File: src/rtl/seg_pkg.sv
// Shared types and constants for the 7-segment scan controller.
package seg_pkg;

    // Decoder mode codes
    localparam logic [1:0] MODE_DEC_X   = 2'b00;
    localparam logic [1:0] MODE_DEC_OFF = 2'b01;
    localparam logic [1:0] MODE_DEC_ON  = 2'b10;
    localparam logic [1:0] MODE_HEX     = 2'b11;

    typedef enum logic [1:0] {
        IDLE  = 2'd0,
        SHOW  = 2'd1,
        BLANK = 2'd2
    } scan_state_e;

    // One digit's programmable state
    typedef struct packed {
        logic [3:0] data;
        logic [1:0] mode;
        logic       blink;
    } digit_t;

    localparam digit_t DIGIT_RST = '{data: 4'd0, mode: MODE_DEC_OFF, blink: 1'b0};

endpackage

File: src/rtl/seg_cyc_timer.sv
// Loadable down-counter that saturates at zero; times SHOW and BLANK intervals.
module seg_cyc_timer #(
    parameter int W = 4
) (
    input  logic         clk,
    input  logic         rst_n,
    input  logic         clr_i,
    input  logic         ld_i,
    input  logic [W-1:0] ld_val_i,
    output logic         done_o,
    output logic         done_nxt_o
);

    logic [W-1:0] cnt_q, cnt_d;

    // Next count: clear beats load, otherwise count down and stop at zero
    always_comb begin
        cnt_d = cnt_q;
        if (clr_i)
            cnt_d = '0;
        else if (ld_i)
            cnt_d = ld_val_i;
        else if (cnt_q != '0)
            cnt_d = cnt_q - W'(1);
    end

    // Count register
    always_ff @(posedge clk or negedge rst_n) begin
        if (!rst_n)
            cnt_q <= '0;
        else
            cnt_q <= cnt_d;
    end

    // done_nxt lets the caller register outputs that line up with the last cycle
    assign done_o     = (cnt_q == '0);
    assign done_nxt_o = (cnt_d == '0);

endmodule

File: src/rtl/seg_scan_ctrl.sv
// Scan controller: digit register file, scan FSM, blink timing and registered
// drive for one shared seven-segment decoder plus active-low digit selects.
module seg_scan_ctrl
    import seg_pkg::*;
#(
    parameter int N_DIG     = 4,
    parameter int SCAN_DIV  = 5000,
    parameter int BLANK_CYC = 50,
    parameter int BLINK_DIV = 64
) (
    input  logic             clk,
    input  logic             rst_n,
    input  logic             run_i,
    input  logic             wr_en_i,
    input  logic [2:0]       wr_addr_i,
    input  logic [3:0]       wr_data_i,
    input  logic [1:0]       wr_mode_i,
    input  logic             wr_blink_i,
    output logic [3:0]       dec_data_o,
    output logic [1:0]       dec_mode_o,
    output logic             dec_en_o,
    output logic [N_DIG-1:0] dig_sel_n_o,
    output logic             frame_done_o
);

    localparam int TMAX = (SCAN_DIV > BLANK_CYC) ? SCAN_DIV : BLANK_CYC;
    localparam int TW   = $clog2(TMAX);
    localparam int PW   = $clog2(N_DIG);
    localparam int FW   = (BLINK_DIV > 1) ? $clog2(BLINK_DIV) : 1;

    localparam logic [TW-1:0] SHOW_LD  = TW'(SCAN_DIV - 1);
    localparam logic [TW-1:0] BLANK_LD = TW'(BLANK_CYC - 1);
    localparam logic [PW-1:0] LAST     = PW'(N_DIG - 1);
    localparam logic [FW-1:0] FLAST    = FW'(BLINK_DIV - 1);

    scan_state_e     state_q, state_d;
    logic [PW-1:0]   ptr_q, ptr_d;
    logic [FW-1:0]   fcnt_q, fcnt_d;
    logic            phase_q, phase_d;
    logic            wrap;

    logic            tmr_clr, tmr_ld, tmr_done, tmr_done_nxt;
    logic [TW-1:0]   tmr_val;

    digit_t          dig_q [N_DIG];
    digit_t          cur;

    logic [3:0]       data_d;
    logic [1:0]       mode_d;
    logic             en_d, fd_d;
    logic [N_DIG-1:0] sel_d;

    seg_cyc_timer #(.W(TW)) u_tmr (
        .clk        (clk),
        .rst_n      (rst_n),
        .clr_i      (tmr_clr),
        .ld_i       (tmr_ld),
        .ld_val_i   (tmr_val),
        .done_o     (tmr_done),
        .done_nxt_o (tmr_done_nxt)
    );

    // Digit register file; writes land on the next edge regardless of scan state
    always_ff @(posedge clk or negedge rst_n) begin
        if (!rst_n) begin
            for (int i = 0; i < N_DIG; i++)
                dig_q[i] <= DIGIT_RST;
        end else if (wr_en_i && (32'(wr_addr_i) < N_DIG)) begin
            dig_q[wr_addr_i[PW-1:0]] <= '{data: wr_data_i, mode: wr_mode_i, blink: wr_blink_i};
        end
    end

    // Scan FSM next state; dropping run aborts from anywhere
    always_comb begin
        state_d = state_q;
        ptr_d   = ptr_q;
        tmr_clr = 1'b0;
        tmr_ld  = 1'b0;
        tmr_val = SHOW_LD;
        wrap    = 1'b0;
        unique case (state_q)
            IDLE: if (run_i) begin
                state_d = SHOW;
                ptr_d   = '0;
                tmr_ld  = 1'b1;
                tmr_val = SHOW_LD;
            end
            SHOW: if (tmr_done) begin
                state_d = BLANK;
                tmr_ld  = 1'b1;
                tmr_val = BLANK_LD;
            end
            BLANK: if (tmr_done) begin
                state_d = SHOW;
                tmr_ld  = 1'b1;
                tmr_val = SHOW_LD;
                if (ptr_q == LAST) begin
                    ptr_d = '0;
                    wrap  = 1'b1;
                end else begin
                    ptr_d = ptr_q + PW'(1);
                end
            end
            default: state_d = IDLE;
        endcase
        if (!run_i) begin
            state_d = IDLE;
            ptr_d   = '0;
            tmr_clr = 1'b1;
            tmr_ld  = 1'b0;
            wrap    = 1'b0;
        end
    end

    // Frame counter and blink phase advance only on a completed frame
    always_comb begin
        fcnt_d  = fcnt_q;
        phase_d = phase_q;
        if (wrap) begin
            if (fcnt_q == FLAST) begin
                fcnt_d  = '0;
                phase_d = ~phase_q;
            end else begin
                fcnt_d = fcnt_q + FW'(1);
            end
        end
    end

    // Output next values derived from the upcoming state so every output is a flop.
    // Data/mode/enable are captured only on SHOW entry, so mid-show writes wait.
    always_comb begin
        sel_d  = '1;
        en_d   = 1'b0;
        data_d = dec_data_o;
        mode_d = dec_mode_o;
        fd_d   = 1'b0;
        cur    = dig_q[ptr_d];
        case (state_d)
            IDLE: begin
                data_d = '0;
                mode_d = MODE_DEC_OFF;
            end
            SHOW: begin
                sel_d[ptr_d] = 1'b0;
                if (state_q != SHOW) begin
                    data_d = cur.data;
                    mode_d = cur.mode;
                    en_d   = ~(cur.blink & phase_d);
                end else begin
                    en_d = dec_en_o;
                end
            end
            BLANK: fd_d = (ptr_d == LAST) && tmr_done_nxt;
            default: ;
        endcase
    end

    // Control state registers
    always_ff @(posedge clk or negedge rst_n) begin
        if (!rst_n) begin
            state_q <= IDLE;
            ptr_q   <= '0;
            fcnt_q  <= '0;
            phase_q <= 1'b0;
        end else begin
            state_q <= state_d;
            ptr_q   <= ptr_d;
            fcnt_q  <= fcnt_d;
            phase_q <= phase_d;
        end
    end

    // Output registers
    always_ff @(posedge clk or negedge rst_n) begin
        if (!rst_n) begin
            dig_sel_n_o  <= '1;
            dec_en_o     <= 1'b0;
            dec_data_o   <= '0;
            dec_mode_o   <= MODE_DEC_OFF;
            frame_done_o <= 1'b0;
        end else begin
            dig_sel_n_o  <= sel_d;
            dec_en_o     <= en_d;
            dec_data_o   <= data_d;
            dec_mode_o   <= mode_d;
            frame_done_o <= fd_d;
        end
    end

endmodule

File: config.mk
export PLATFORM = sky130hd
export DESIGN_NAME = seg_scan_ctrl
export DESIGN_NICKNAME = d
export VERILOG_FILES = /design/src/rtl/seg_pkg.sv /design/src/rtl/seg_cyc_timer.sv /design/src/rtl/seg_scan_ctrl.sv
export SDC_FILE = /design/constraint.sdc
export NUM_CORES = 1
export LEC_CHECK = 0
export CAP_MARGIN = 0
export CORE_MARGIN = 1
export CORE_UTILIZATION = 50
export CTS_BUF_LIST = sky130_fd_sc_hd__clkbuf_8 sky130_fd_sc_hd__clkbuf_16
export DETAILED_ROUTE_END_ITERATION = 8
export HOLD_SLACK_MARGIN = 0.08
export PLACE_DENSITY_LB_ADDON = 0.15
export SLEW_MARGIN = 20
export SYNTH_ARGS = -nofsm -noshare
export SYNTH_HDL_FRONTEND = slang
export SYNTH_SLANG_ARGS = --single-unit
File: constraint.sdc
create_clock -name clk -period 2.4 [get_ports clk]
set_clock_uncertainty 0.05 [all_clocks]
set_input_delay 0.24 -clock clk [delete_from_list [all_inputs] [get_ports clk]]
set_output_delay 0.24 -clock clk [all_outputs]
set_load 0.03 [all_outputs]
Yosys cells after proc, flatten, opt, wreduce, memory -nomap -nowiden. Cells that the tools add are included.

Bits in registers: 64. Input port bits: 14. Word-level logic and storage cells: 97.

$add $sub $neg: 3. Order comparisons: 6. Eq/ne operators: 9. Multiplexer cells: 39. Bitwise logic cells: 6. Reductions and logical operators: 12.

Operator list (count): 2-to-1 mux 13 bit (5); bitwise mux 28 bit (1); logical NOT 13 bit (2); 2-to-1 mux 7 bit (3); binary-select mux 7 bit (select 2 bit) (1); demux 7 bit (select 2 bit) (1); 2-to-1 mux 2 bit (7); nonzero test 13 bit (1); subtractor 13 x 1 -> 13 bit (second input constant) (1); 2-to-1 mux 1 bit (12); == test 2 bit (second input constant) (4); 2-to-1 mux 4 bit (2); one-hot mux 2 bit (2 select lines) (2); one-hot mux 4 bit (2 select lines) (1); adder 6 x 1 -> 6 bit (second input constant) (1); == test 6 bit (second input constant) (1); greater-or-equal comparator 3 bit (second input constant) (2); 2-to-1 mux 6 bit (1); inverter 2 -> 3 bit (2); one-hot mux 2 bit (3 select lines) (1); == test 2 x 1 -> 1 bit (second input constant) (2); logical AND 1 bit (4); logical NOT 2 bit (2); inverter 4 bit (1); other kinds (14) (15).

Logic depth before layout (Yosys ltp). Gate-level depths: netlist (run 1).

Word-level depth: 13. Mapped depth: 10.

Cells and area by module. A second synthesis (run 1) with hierarchy kept.

Cell total of the unflattened synthesis: 302. Area, all modules: 3372.0 µm².

Modules (own cells, without submodules): seg_scan_ctrl (times used 1, cells each 196, area an instance 2397.3 µm²); seg_cyc_timer (times used 1, cells each 106, area an instance 974.7 µm²).

Worst setup path before layout (run 1). OpenSTA, ideal clock, no wires.

Path type: register -> register. From: register u_tmr.cnt_q[0]. To: register frame_done_o. Arrival: 2.408 ns. Data required time: 2.254 ns. Path slack: -0.153 ns. Cell stages (with the launch flop): 10. Path buffers: 1. Path through: dfrtp_1 -> inv_1 -> ha_1 -> or4b_1 -> nor3_4 -> buf_6 -> or3_1 -> a31oi_1 -> or4_4 -> nor4_2.

Cells in the longest elaborated chain, start to end: 9. Elaborated cells between the ends (all ways): 23. Classes of those cells: 1 x add/sub; 2 x eq/ne; 16 x mux; 4 x reduce/logical.

RTL lines: from (decl) (RTL line seg_cyc_timer.sv:14) `logic [W-1:0] cnt_q, cnt_d;`; from (signal assigned) (RTL line seg_cyc_timer.sv:32) `cnt_q <= cnt_d;`; branches (longest 4 deep; another with subtractor 13 x 1 -> 13 bit); 2-to-1 mux 13 bit (*) (RTL line seg_cyc_timer.sv:21) `else if (ld_i)`; 2-to-1 mux 13 bit (*) (RTL line seg_cyc_timer.sv:19) `if (clr_i)`; net u_tmr.cnt_d[4] (RTL line seg_cyc_timer.sv:14); logical NOT 13 bit (*) (RTL line seg_cyc_timer.sv:37) `assign done_nxt_o = (cnt_d == '0);`; logical AND 1 bit (*) (RTL line seg_scan_ctrl.sv:153) `BLANK: fd_d = (ptr_d == LAST) && tmr_done_nxt;`; 2-to-1 mux 1 bit (*) (RTL line seg_scan_ctrl.sv:138) `case (state_d)`; net fd_d (RTL line seg_scan_ctrl.sv:50) `logic en_d, fd_d;`; to (signal assigned) (RTL line seg_scan_ctrl.sv:180) `frame_done_o <= 1'b0;`; to (signal assigned) (RTL line seg_scan_ctrl.sv:186) `frame_done_o <= fd_d;`; to (decl) (RTL line seg_scan_ctrl.sv:23) `output logic frame_done_o`.

Mark *: on every way through the listed nets, which the timed path passes. A chain may end at the register's enable or synchronous reset.

Worst setup path after layout (run 1).
From: register u_tmr.cnt_q[1]. To: register frame_done_o.

Same word-level chain as after synthesis.

==> results of run 1 <==
-- metrics by stage --
| step | utilization, % | setup slack (ps) |
|---|---|---|
| floorplan | - | 18.84 |
| global placement | 63.65 | -134.4 |
| detailed placement | 63.65 | -163.9 |
| CTS | 73.44 | -58.86 |
| global route | 73.97 | -224.4 |
| finish | 73.97 | -115.8 |
-- cell usage in the layout, fill, tap and decap left out, types with 2 or more instances in the layout --
master,instances
nor4_1,2
buf_12,2
or3_2,2
nand2_1,29
nor2_1,13
nor4_2,2
o21ai_0,9
mux2_4,5
nor4_4,2
inv_2,2
a41oi_2,4
inv_1,8
dfstp_2,9
a221oi_2,5
o211ai_4,2
dfrtp_1,55
bufinv_16,3
or4_4,7
clkdlybuf4s50_1,24
nand3_1,7
nand4_1,8
mux2i_1,3
o31ai_1,2
a31oi_1,4
nor4bb_1,2
and3_1,7
a21oi_1,6
ha_1,7
mux2_2,29
nor3_1,2
xnor2_1,4
buf_4,66
clkbuf_8,10
o21ai_1,7
buf_6,6
and2_1,2
-- cell type report --
class	count	area, um2	share of cell area [%]
Inverter	10	37.54	0.7991
Tap cell	77	96.34	2.051
Sequential cell	64	1613	34.34
Multi-Input combinational cell	208	1839	39.16
Timing Repair Buffer	100	858.3	18.27
Clock buffer	10	137.6	2.930
Clock inverter	6	115.1	2.451
-- synth_stat cells (3+ instances only) --
library cell | number | area [um2]
a21oi_1 | 6 | 30.03
a221oi_1 | 5 | 43.79
a31oi_1 | 6 | 37.54
a41oi_1 | 4 | 35.03
and3_1 | 7 | 43.79
buf_6 | 3 | 33.78
dfrtp_1 | 55 | 1376
dfstp_2 | 9 | 236.5
ha_1 | 8 | 100.1
inv_1 | 10 | 37.54
mux2_2 | 33 | 371.6
mux2i_1 | 3 | 30.03
nand2_1 | 30 | 112.6
nand3_1 | 7 | 35.03
nand4_1 | 8 | 50.05
nor2_1 | 14 | 52.55
nor4_1 | 3 | 18.77
o21ai_0 | 14 | 70.07
o31ai_1 | 3 | 22.52
or4_1 | 5 | 37.54
xnor2_1 | 5 | 43.79
-- flip-flops by register name, summed over array words and instances, names as in the netlist --
register and cells:
dig_q 28, u_tmr.cnt_q 13, fcnt_q 6, dec_data_o 4, dig_sel_n_o 4, dec_mode_o 2, ptr_q 2, state_q 2
dec_en_o 1, frame_done_o 1, phase_q 1
-- cell families (layout without fill, tap and decap cells) --
group / Yosys count / after routing / synth area share, %
AOI/OAI and AO/OA: 51 / 52 / 11.24
xor gates and xnor gates: 6 / 6 / 1.590
adders and majority gates: 8 / 8 / 3.028
buffers and inverters: 17 / 126 / 3.218
DFF: 64 / 64 / 48.79
muxes: 37 / 37 / 12.60
and+or+nand+nor: 105 / 105 / 19.53
-- layer usage --
layer  global-route usage [%]  share of wire [%]
met1                    34.62                 44
met3                    4.573                3.9
met4                    10.82                1.4
met5                        0                  0
met2                    45.31                 50
-- power breakdown --
group | switching [W] | internal [W] | total [W]
combinational | 0.00123 | 0.00127 | 0.00250
sequential | 0.000164 | 0.00133 | 0.00150
clock | 0.000453 | 0.000724 | 0.00118
total | 0.00184 | 0.00333 | 0.00517
-- worst reg2reg max path: stages, from the launching register on --
cell	delay [ps]
dfrtp_1	380
inv_2	80
ha_4	140
or4b_4	490
nor3_4	250
buf_6	150
buf_4	110
or3_1	100
a31oi_1	90
or4_4	440
nor4_2	140
-- what timing repair did --
item                                   4_1_cts  5_1_grt
setup buffers                               18        1
resized for setup                           42        6
setup endpoints to repair                    9       13
endpoints found under the hold margin       17        0
gates cloned                                 1        0
hold buffers                                 1        0
pin swaps                                   17        4
-- worst max-delay path by stage --
| stage | end | slack, ps |
|---|---|---|
| after CTS | frame_done_o | -60 |
| after detailed placement | frame_done_o | -160 |
| after floorplan | frame_done_o | 20 |
| final | frame_done_o | -120 |
| after global placement | frame_done_o | -130 |
| after global routing | frame_done_o | -220 |
==> impl_metrics.py, run 1 <==
metrics = {
    "routing": {
        "wl_per_cell_um": 18.24,
        "firstDrtPassIters": 4,
        "num_vias": 2755,
        "wirelength_um": 8663,
        "viasPerCell": 5.800,
        "drc": 0,
        "ant_nets": 0,
        "drtIter0Drc": 146,
    },
    "clock_network": {
        "htree_levels": 3,
        "clk_latency_ps": 350,
        "clock-sinks": 64,
        "path_clk_slew_ps": 80,
        "cts_tree": "done",
        "cts_buffers": 9,
        "cts-root-buf": "clkbuf_8",
        "cts_buffer_depth": 2,
    },
    "floorplan": {
        "dieHeight_um": 83.31,
        "num_io_pins": 26,
        "die_area_um2": 6941,
        "die_w_um": 83.31,
        "num_rows": 29,
        "coreArea_um2": 6350,
        "initial_core_util_pct": 52.06,
    },
    "critical_path": {
        "cp_data_required_time_ps": 2610,
        "path_class": "reg -> reg",
        "cp-startpoint": "u_tmr.cnt_q[1]",
        "cp.depth": 10,
        "critPathBufInv": 3,
        "worstReg2RegEnd": "frame_done_o",
        "slowest_delay_ps": 490,
        "ff2ff_path_depth": 10,
        "crit_path_cell_trace": "inv_2 -> ha_4 -> or4b_4 -> nor3_4 -> buf_6 -> buf_4 -> or3_1 -> a31oi_1 -> or4_4 -> nor4_2",
        "r2r_start": "u_tmr.cnt_q[1]",
        "worstPathMaxFanout": 3,
        "reg2reg_slack_ps": -120,
        "critical_path_arrival_ps": 2720,
        "crit_family": "simple AND/OR/NAND/NOR gates",
        "worstSetupEndpointType": "flip-flop",
        "critPathSlowestCell": "or4b_4",
        "cp-start-kind": "flip-flop",
    },
    "synth": {
        "synth_warnings": 0,
        "ys.flop_type": "dfrtp_1",
        "syn-cell-area_um2": 3306,
        "synthCells": 288,
        "ys_ff_latch": 64,
        "async_flop_share_pct": 100.0,
        "avgSynthCellArea_um2": 11.48,
        "synth.distinct_cells": 57,
        "synth-edff-count": 0,
        "synth_nets": 310,
        "ys_seq_area_share_pct": 48.79,
    },
    "layout": {
        "final_cell_area_um2": 4697,
        "synthToLayoutAreaGrowth_pct": 42.09,
        "antenna_cells": 0,
        "final_nets": 415,
        "fin_cells": 475,
        "layout-drive-gt1-share_pct": 45.98,
        "fillers": 446,
    },
    "placement": {
        "post-dp-hpwl_um": 5561,
        "gpl.final_weighted_congestion": 0.8787,
        "dpl.cell_count": 438,
        "dpl_cell_area_um2": 4041,
        "numPortBuffers": 25,
    },
    "timing": {
        "setup_viol": 8,
        "hold_viol_final": 0,
        "maxSlewViolCount": 0,
        "rsz0062_at_grt": "yes",
        "fin_tns_setup_ps": -612.6,
        "timing.final.crit_period_ps": 2516,
        "post-route-worst-setup-slack_ps": -115.8,
        "slew_headroom_pct": 62.96,
        "hold-worst-slack_ps": 357.2,
        "finalCritPeriodShare_pct": 104.8,
        "worst_pin_slew_ps": 555.6,
        "fmax_ghz": 0.3975,
    },
    "global_routing": {
        "antenna_found_initial": 0,
        "grt.total_usage_pct": 26.95,
        "grt_pass1_wl_um": 14380,
        "gr-total-overflow": 0,
        "grt_pass1_vias": 2879,
        "grt_max_degree": 44,
    },
    "outcome": {
        "violations": "setup timing",
        "status": "finished with violations",
    },
    "power_and_ir_drop": {
        "power.density_nw_per_um2": 1101,
        "p_leak_nw": 2.054,
        "ir_drop_mv": 0.7819,
        "power_w": 0.005173,
    },
    "min_path": {
        "min_path_type": "in -> async",
    },
    "flow_run": {
        "cap_violations": 0,
    },
}
(Power assumes the default switching activity.)
==> inputs of run 2 (changes only) <==
--- a/config.mk
+++ b/config.mk
@@ -7,10 +7,10 @@
 export LEC_CHECK = 0
 export CAP_MARGIN = 0
 export CORE_MARGIN = 1
-export CORE_UTILIZATION = 50
+export CORE_UTILIZATION = 52
 export CTS_BUF_LIST = sky130_fd_sc_hd__clkbuf_8 sky130_fd_sc_hd__clkbuf_16
 export DETAILED_ROUTE_END_ITERATION = 8
-export HOLD_SLACK_MARGIN = 0.08
+export HOLD_SLACK_MARGIN = 0.12
 export PLACE_DENSITY_LB_ADDON = 0.15
 export SLEW_MARGIN = 20
 export SYNTH_ARGS = -nofsm -noshare
==> run 2 against run 1 <==
The flow still finishes with violations (setup timing). Sequential cell count unchanged. Critical path depth down 2. Cell count up 0.42%. Critical endpoint unchanged. Cell area down 0.27%. Via count up 2.0%. Maximum frequency down 3.7%. Clock power down 12%. First-iteration DRC count up 55%. Core utilization up 3.8 points. Worst setup slack worse by 98 ps. Register-to-register slack worse by 98 ps.
==> impl_metrics.py, run 2 (synthesis results as in run 1) <==
metrics = {
    "outcome": {
        "status": "finished with violations",
        "violations": "setup timing",
    },
    "critical_path": {
        "crit_path_cell_trace": "buf_6 -> nor4b_4 -> buf_4 -> a31oi_4 -> a2111oi_4 -> nand4_1 -> or4_4 -> nor4_4",
        "cp-start-kind": "flip-flop",
        "critPathBufInv": 2,
        "path_class": "reg -> reg",
        "cp_data_required_time_ps": 2600,
        "critical_path_arrival_ps": 2810,
        "worstSetupEndpointType": "flip-flop",
        "crit_family": "simple AND/OR/NAND/NOR gates",
        "ff2ff_path_depth": 8,
        "slowest_delay_ps": 600,
        "critPathSlowestCell": "or4_4",
        "worstReg2RegEnd": "frame_done_o",
        "r2r_start": "u_tmr.cnt_q[3]",
        "worstPathMaxFanout": 4,
        "reg2reg_slack_ps": -210,
    },
    "power_and_ir_drop": {
        "p_comb_share_pct": 49.6,
        "ir_drop_mv": 0.8237,
        "swShare_pct": 35.67,
        "power.density_nw_per_um2": 1079,
        "p_clk_share_pct": 20.6,
        "intPower_w": 0.003250,
        "p_switching_w": 0.001802,
        "p_leak_nw": 2.044,
        "pwr-share-seq_pct": 29.8,
    },
    "routing": {
        "drc": 0,
        "viasPerCell": 5.891,
        "ant_nets": 0,
        "num_vias": 2810,
        "wl_per_cell_um": 18.24,
        "wirelength_um": 8700,
        "drtIter0Drc": 227,
        "firstDrtPassIters": 4,
    },
    "layout": {
        "layout-drive-gt1-share_pct": 45.27,
        "synthToLayoutAreaGrowth_pct": 41.71,
        "final_common_cell": "buf_4",
        "largestRegisters": "dig_q: 28 flops, u_tmr.cnt_q: 13 flops, fcnt_q: 6 flops",
        "antenna_cells": 0,
        "final_nets": 419,
        "finalCoreUtilization_pct": 77.74,
        "regMostFlops": "dig_q",
        "layout_common_cells": "buf_4, dfrtp_1, mux2_2, nand2_1, clkdlybuf4s50_1",
        "largest_reg_flops": 28,
    },
    "floorplan": {
        "die_area_um2": 6680,
        "die_w_um": 81.73,
        "num_io_pins": 26,
        "initial_core_util_pct": 54.86,
        "coreArea_um2": 6026,
        "dieHeight_um": 81.73,
        "num_rows": 28,
    },
    "global_routing": {
        "antenna_found_initial": 0,
        "gr-total-overflow": 0,
        "grt_max_degree": 39,
        "grt_pass1_vias": 2645,
        "grt.total_usage_pct": 26.04,
        "grt_pass1_wl_um": 12720,
    },
    "clock_network": {
        "cts_tree": "done",
        "path_clk_slew_ps": 70,
        "htree_levels": 3,
        "cts-root-buf": "clkbuf_8",
        "clock-sinks": 64,
        "clk_latency_ps": 340,
        "cts_buffer_depth": 2,
        "cts_buffers": 9,
    },
    "timing": {
        "fin_tns_setup_ps": -857.4,
        "rsz0062_at_grt": "yes",
        "slew_headroom_pct": 65.35,
        "post-route-worst-setup-slack_ps": -213.3,
        "worst_pin_slew_ps": 517.1,
        "hold_viol_final": 0,
        "fmax_ghz": 0.3827,
        "finalCritPeriodShare_pct": 108.9,
        "maxSlewViolCount": 0,
        "timing.final.crit_period_ps": 2613,
        "setup_viol": 7,
    },
    "placement": {
        "post-dp-hpwl_um": 5409,
        "numPortBuffers": 25,
        "gpl.final_weighted_congestion": 0.8688,
    },
    "min_path": {
        "min_path_type": "in -> async",
    },
    "flow_run": {
        "cap_violations": 0,
    },
}
## run 2: cell types whose count changed in the layout (fill, tap and decap cells not counted), moves of 2 or more
cell / change
buf_6: +3
or4_4: -2
nor4_4: +2
inv_1: +2
mux2_2: +4
nor4_2: -2
mux2_4: -4
## run 2: area by class of cell
type                       count  area (um2)
clock buffer                  11       151.4
clock inverter                 5       72.57
fill                         370        1341
inverter                      10       37.54
multi-input combinational    208        1815
sequential                    64        1614
tap                           75       93.84
timing repair buffer         104       899.6
## run 2: timing repair
item	in CTS	in global routing
cloned	1	0
pin swaps	3	16
hold buffers	1	0
resized for setup	5	41
endpoints found under the hold margin	55	0
buffers inserted	5	18
endpoints found under the setup margin	8	12
## run 2: worst max-delay path by stage
| stage | start | end | slack, ps | cells after the start |
|---|---|---|---|---|
| finish | u_tmr.cnt_q[3] | frame_done_o | -210 | 8 |
| CTS | u_tmr.cnt_q[3] | frame_done_o | -90 | 7 |
| global placement | u_tmr.cnt_q[3] | frame_done_o | -70 | 8 |
| floorplan | u_tmr.cnt_q[0] | frame_done_o | 20 | 9 |
| global route | u_tmr.cnt_q[3] | frame_done_o | -310 | 8 |
| detailed placement | u_tmr.cnt_q[3] | frame_done_o | -120 | 7 |
## run 2: routing by layer
| metal | global-route usage (%) | vias up | wire (um) |
|---|---|---|---|
| met3 | 5.556 | 20 | 537 |
| met2 | 41.82 | 80 | 4256 |
| li1 | - | 1303 | - |
| met5 | 0 | - | 0 |
| met1 | 33.19 | 1407 | 3721 |
| met4 | 12.98 | 0 | 185 |
## run 2: worst reg2reg max path, cell delays in order (launching register included)
cell	delay (ps)
dfrtp_1	420
buf_6	150
nor4b_4	290
buf_4	190
a31oi_4	110
a2111oi_4	370
nand4_1	210
or4_4	600
nor4_4	130
## run 2: per-stage QoR
step / power, W / cells / hold WS (ps) / area [um2] / worst slack (ps)
2_1_floorplan: 0.002645 / 288 / -105.6 / 3331 / 18.84
3_3_place_gp: 0.003397 / 436 / 3.003 / 4026 / -65.92
3_5_place_dp: 0.003436 / 436 / 4.526 / 4026 / -118.3
4_1_cts: 0.004538 / 459 / 174.2 / 4337 / -94.37
5_1_grt: 0.005295 / 477 / 197.9 / 4684 / -305.8
6_report: 0.005053 / 477 / 186.1 / 4684 / -213.3
## run 2: power by group through the flow
stage / combinational [W] / sequential (W) / clock, W
2_1_floorplan: 0.00104 / 0.00160 / 0
3_3_place_gp: 0.00190 / 0.00150 / 0
3_5_place_dp: 0.00193 / 0.00151 / 0
4_1_cts: 0.00199 / 0.00149 / 0.00105
5_1_grt: 0.00266 / 0.00153 / 0.00110
6_report: 0.00251 / 0.00150 / 0.00104
==> inputs of run 3 (changes only) <==
--- a/config.mk
+++ b/config.mk
@@ -6,8 +6,7 @@
 export NUM_CORES = 1
 export LEC_CHECK = 0
 export CAP_MARGIN = 0
-export CORE_MARGIN = 1
-export CORE_UTILIZATION = 52
+export CORE_UTILIZATION = 62
 export CTS_BUF_LIST = sky130_fd_sc_hd__clkbuf_8 sky130_fd_sc_hd__clkbuf_16
 export DETAILED_ROUTE_END_ITERATION = 8
 export HOLD_SLACK_MARGIN = 0.12
==> constraint.sdc (replaced) <==
create_clock -name clk -period 3.34 [get_ports clk]
set_clock_uncertainty 0.05 [all_clocks]
set_input_delay 0.334 -clock clk [delete_from_list [all_inputs] [get_ports clk]]
set_output_delay 0.334 -clock clk [all_outputs]
set_load 0.03 [all_outputs]
==> run 3 against run 2 <==
The flow now finishes without violations. Largest cell class is now registers. Critical path type unchanged. First-iteration DRC count decreased by 19%. Critical endpoint is now dec_mode_o[1]. Worst setup slack improved by 480 ps. Non-clock buffer count decreased by 71. Highest routed layer unchanged.
==> impl_metrics.py, run 3 (synthesis results as in run 1) <==
metrics = {
    "layout": {
        "layout_common_cells": "dfrtp_1, mux2_2, nand2_1, clkdlybuf4s50_1",
        "final_nets": 347,
        "final_cell_area_um2": 3790,
        "final_common_cell": "dfrtp_1",
        "regMostFlops": "dig_q",
        "fin_cells": 399,
        "antenna_cells": 0,
        "largest_reg_flops": 28,
        "fillers": 368,
        "largestRegisters": "dig_q: 28 flops, u_tmr.cnt_q: 13 flops, fcnt_q: 6 flops",
        "synthToLayoutAreaGrowth_pct": 14.65,
        "layout-drive-gt1-share_pct": 24.62,
    },
    "critical_path": {
        "cp_data_required_time_ps": 3500,
        "reg2reg_slack_ps": 270,
        "crit_path_cell_trace": "inv_1 -> ha_1 -> or4b_1 -> nor3_4 -> o211ai_2 -> mux2_2 -> a221oi_1 -> o21ai_1",
        "critical_path_arrival_ps": 3240,
        "path_class": "reg -> reg",
        "worstPathMaxFanout": 18,
        "slowest_delay_ps": 560,
        "cp-start-kind": "flip-flop",
        "worstReg2RegEnd": "dec_mode_o[1]",
        "critPathSlowestCell": "or4b_1",
        "worstSetupEndpointType": "flip-flop",
        "r2r_start": "u_tmr.cnt_q[0]",
        "ff2ff_path_depth": 8,
    },
    "power_and_ir_drop": {
        "ir_drop_mv": 0.5208,
        "power.density_nw_per_um2": 706.7,
        "p_leak_nw": 1.637,
        "power_w": 0.002678,
    },
    "timing": {
        "hold-worst-slack_ps": 410.7,
        "fmax_ghz": 0.3253,
        "worst_pin_slew_ps": 786.0,
        "hold_viol_final": 0,
        "slew_headroom_pct": 47.45,
        "rsz0062_at_grt": "no",
        "timing.final.crit_period_ps": 3074,
        "maxSlewViolCount": 0,
        "finalCritPeriodShare_pct": 92.04,
        "setup_viol": 0,
        "fin_tns_setup_ps": 0,
    },
    "routing": {
        "ant_nets": 0,
        "drtIter0Drc": 184,
        "viasPerCell": 6.070,
        "firstDrtPassIters": 4,
        "num_vias": 2422,
        "wirelength_um": 6779,
        "wl_per_cell_um": 16.99,
        "drc": 0,
    },
    "global_routing": {
        "antenna_found_initial": 0,
        "gr-total-overflow": 0,
        "grt_pass1_vias": 2401,
        "grt.total_usage_pct": 27.66,
        "grtUsageMet1_pct": 35.13,
        "top_usage_layer": "met2",
        "grt_max_degree": 46,
        "use_met2_pct": 47.15,
        "grt_pass1_wl_um": 11360,
        "grt_util_met3_pct": 4.819,
    },
    "floorplan": {
        "coreArea_um2": 5107,
        "num_io_pins": 26,
        "die_w_um": 75.02,
        "die_area_um2": 5628,
        "dieHeight_um": 75.02,
        "num_rows": 26,
        "initial_core_util_pct": 64.72,
    },
    "placement": {
        "gpl.final_weighted_congestion": 0.8308,
        "numPortBuffers": 25,
        "dpl_cell_area_um2": 3622,
        "dpl.cell_count": 383,
        "post-dp-hpwl_um": 4915,
    },
    "clock_network": {
        "clock-sinks": 64,
        "htree_levels": 3,
        "post_cts_resized": 0,
        "cts_buffers": 9,
        "path_clk_slew_ps": 60,
        "clk_latency_ps": 330,
        "cts_buffer_depth": 2,
        "cts-root-buf": "clkbuf_8",
        "cts_tree": "done",
    },
    "min_path": {
        "min_path_type": "reg -> reg",
        "whs_path_depth": 1,
        "min_from": "phase_q",
        "min_to": "phase_q",
    },
    "flow_run": {
        "cap_violations": 0,
    },
    "outcome": {
        "status": "completed",
    },
}
-- run 3: cell types whose count changed in the layout (fill, tap and decap cells not counted), sizes merged --
| cell | change |
|---|---|
| buf | -71 |
| bufinv | -2 |
| inv | +2 |
| clkbuf | -1 |
| o211ai | -1 |
-- run 3: cell type report --
type | instances | area (um2) | share of cell area [%]
clock inverters | 5 | 20.02 | 0.5282
clock buffers | 10 | 137.6 | 3.632
inverters | 10 | 37.54 | 0.9904
flip-flops and latches | 64 | 1613 | 42.56
multi-input cells | 207 | 1587 | 41.86
well taps | 70 | 87.58 | 2.311
repair buffers | 33 | 307.8 | 8.121
-- run 3: stage by stage --
stage / worst slack (ps) / util, %
after floorplan: 786.7 / -
after global placement: 478.1 / 70.92
after detailed placement: 362.6 / 70.92
after CTS: 333.3 / 74.20
after global routing: 95.00 / 74.20
final: 265.7 / 74.20
-- run 3: layer usage --
metal  vias up  wire (um)  part of all wire [%]
li1       1152          -                     -
met1      1185       2919                    43
met2        73       3435                    51
met3        12        296                   4.4
met4         0        127                   1.9
met5         -          0                     0
-- run 3: worst max-delay path, delay by kind of cell (launching register included) --
family	cells	cell delay, ps
buf+inv	1	130
flops	1	400
compound gates	3	810
simple gates	2	950
fa+ha+maj	1	200
mux	1	400
-- run 3: timing repair --
item / in CTS / in global routing
setup endpoints to repair: 0 / 0
buffers inserted: 0 / 0
endpoints found under the hold margin: 19 / 0
hold buffers: 1 / 0
-- run 3: power by group --
group | internal (W) | switching, W | total, W
Sequential | 0.000958 | 0.000159 | 0.00112
Combinational | 0.000436 | 0.000581 | 0.00102
Clock | 0.000273 | 0.000271 | 0.000544
Total | 0.00167 | 0.00101 | 0.00268
-- run 3: worst max path at each step --
stage	cells past startpoint	slack, ps	to	startpoint
2_1_floorplan	9	790	frame_done_o	u_tmr.cnt_q[0]
3_3_place_gp	8	480	dec_en_o	u_tmr.cnt_q[0]
3_5_place_dp	8	360	dec_data_o[0]	u_tmr.cnt_q[0]
4_1_cts	8	330	dec_mode_o[1]	u_tmr.cnt_q[0]
5_1_grt	8	90	dec_mode_o[0]	u_tmr.cnt_q[0]
6_report	8	270	dec_mode_o[1]	u_tmr.cnt_q[0]
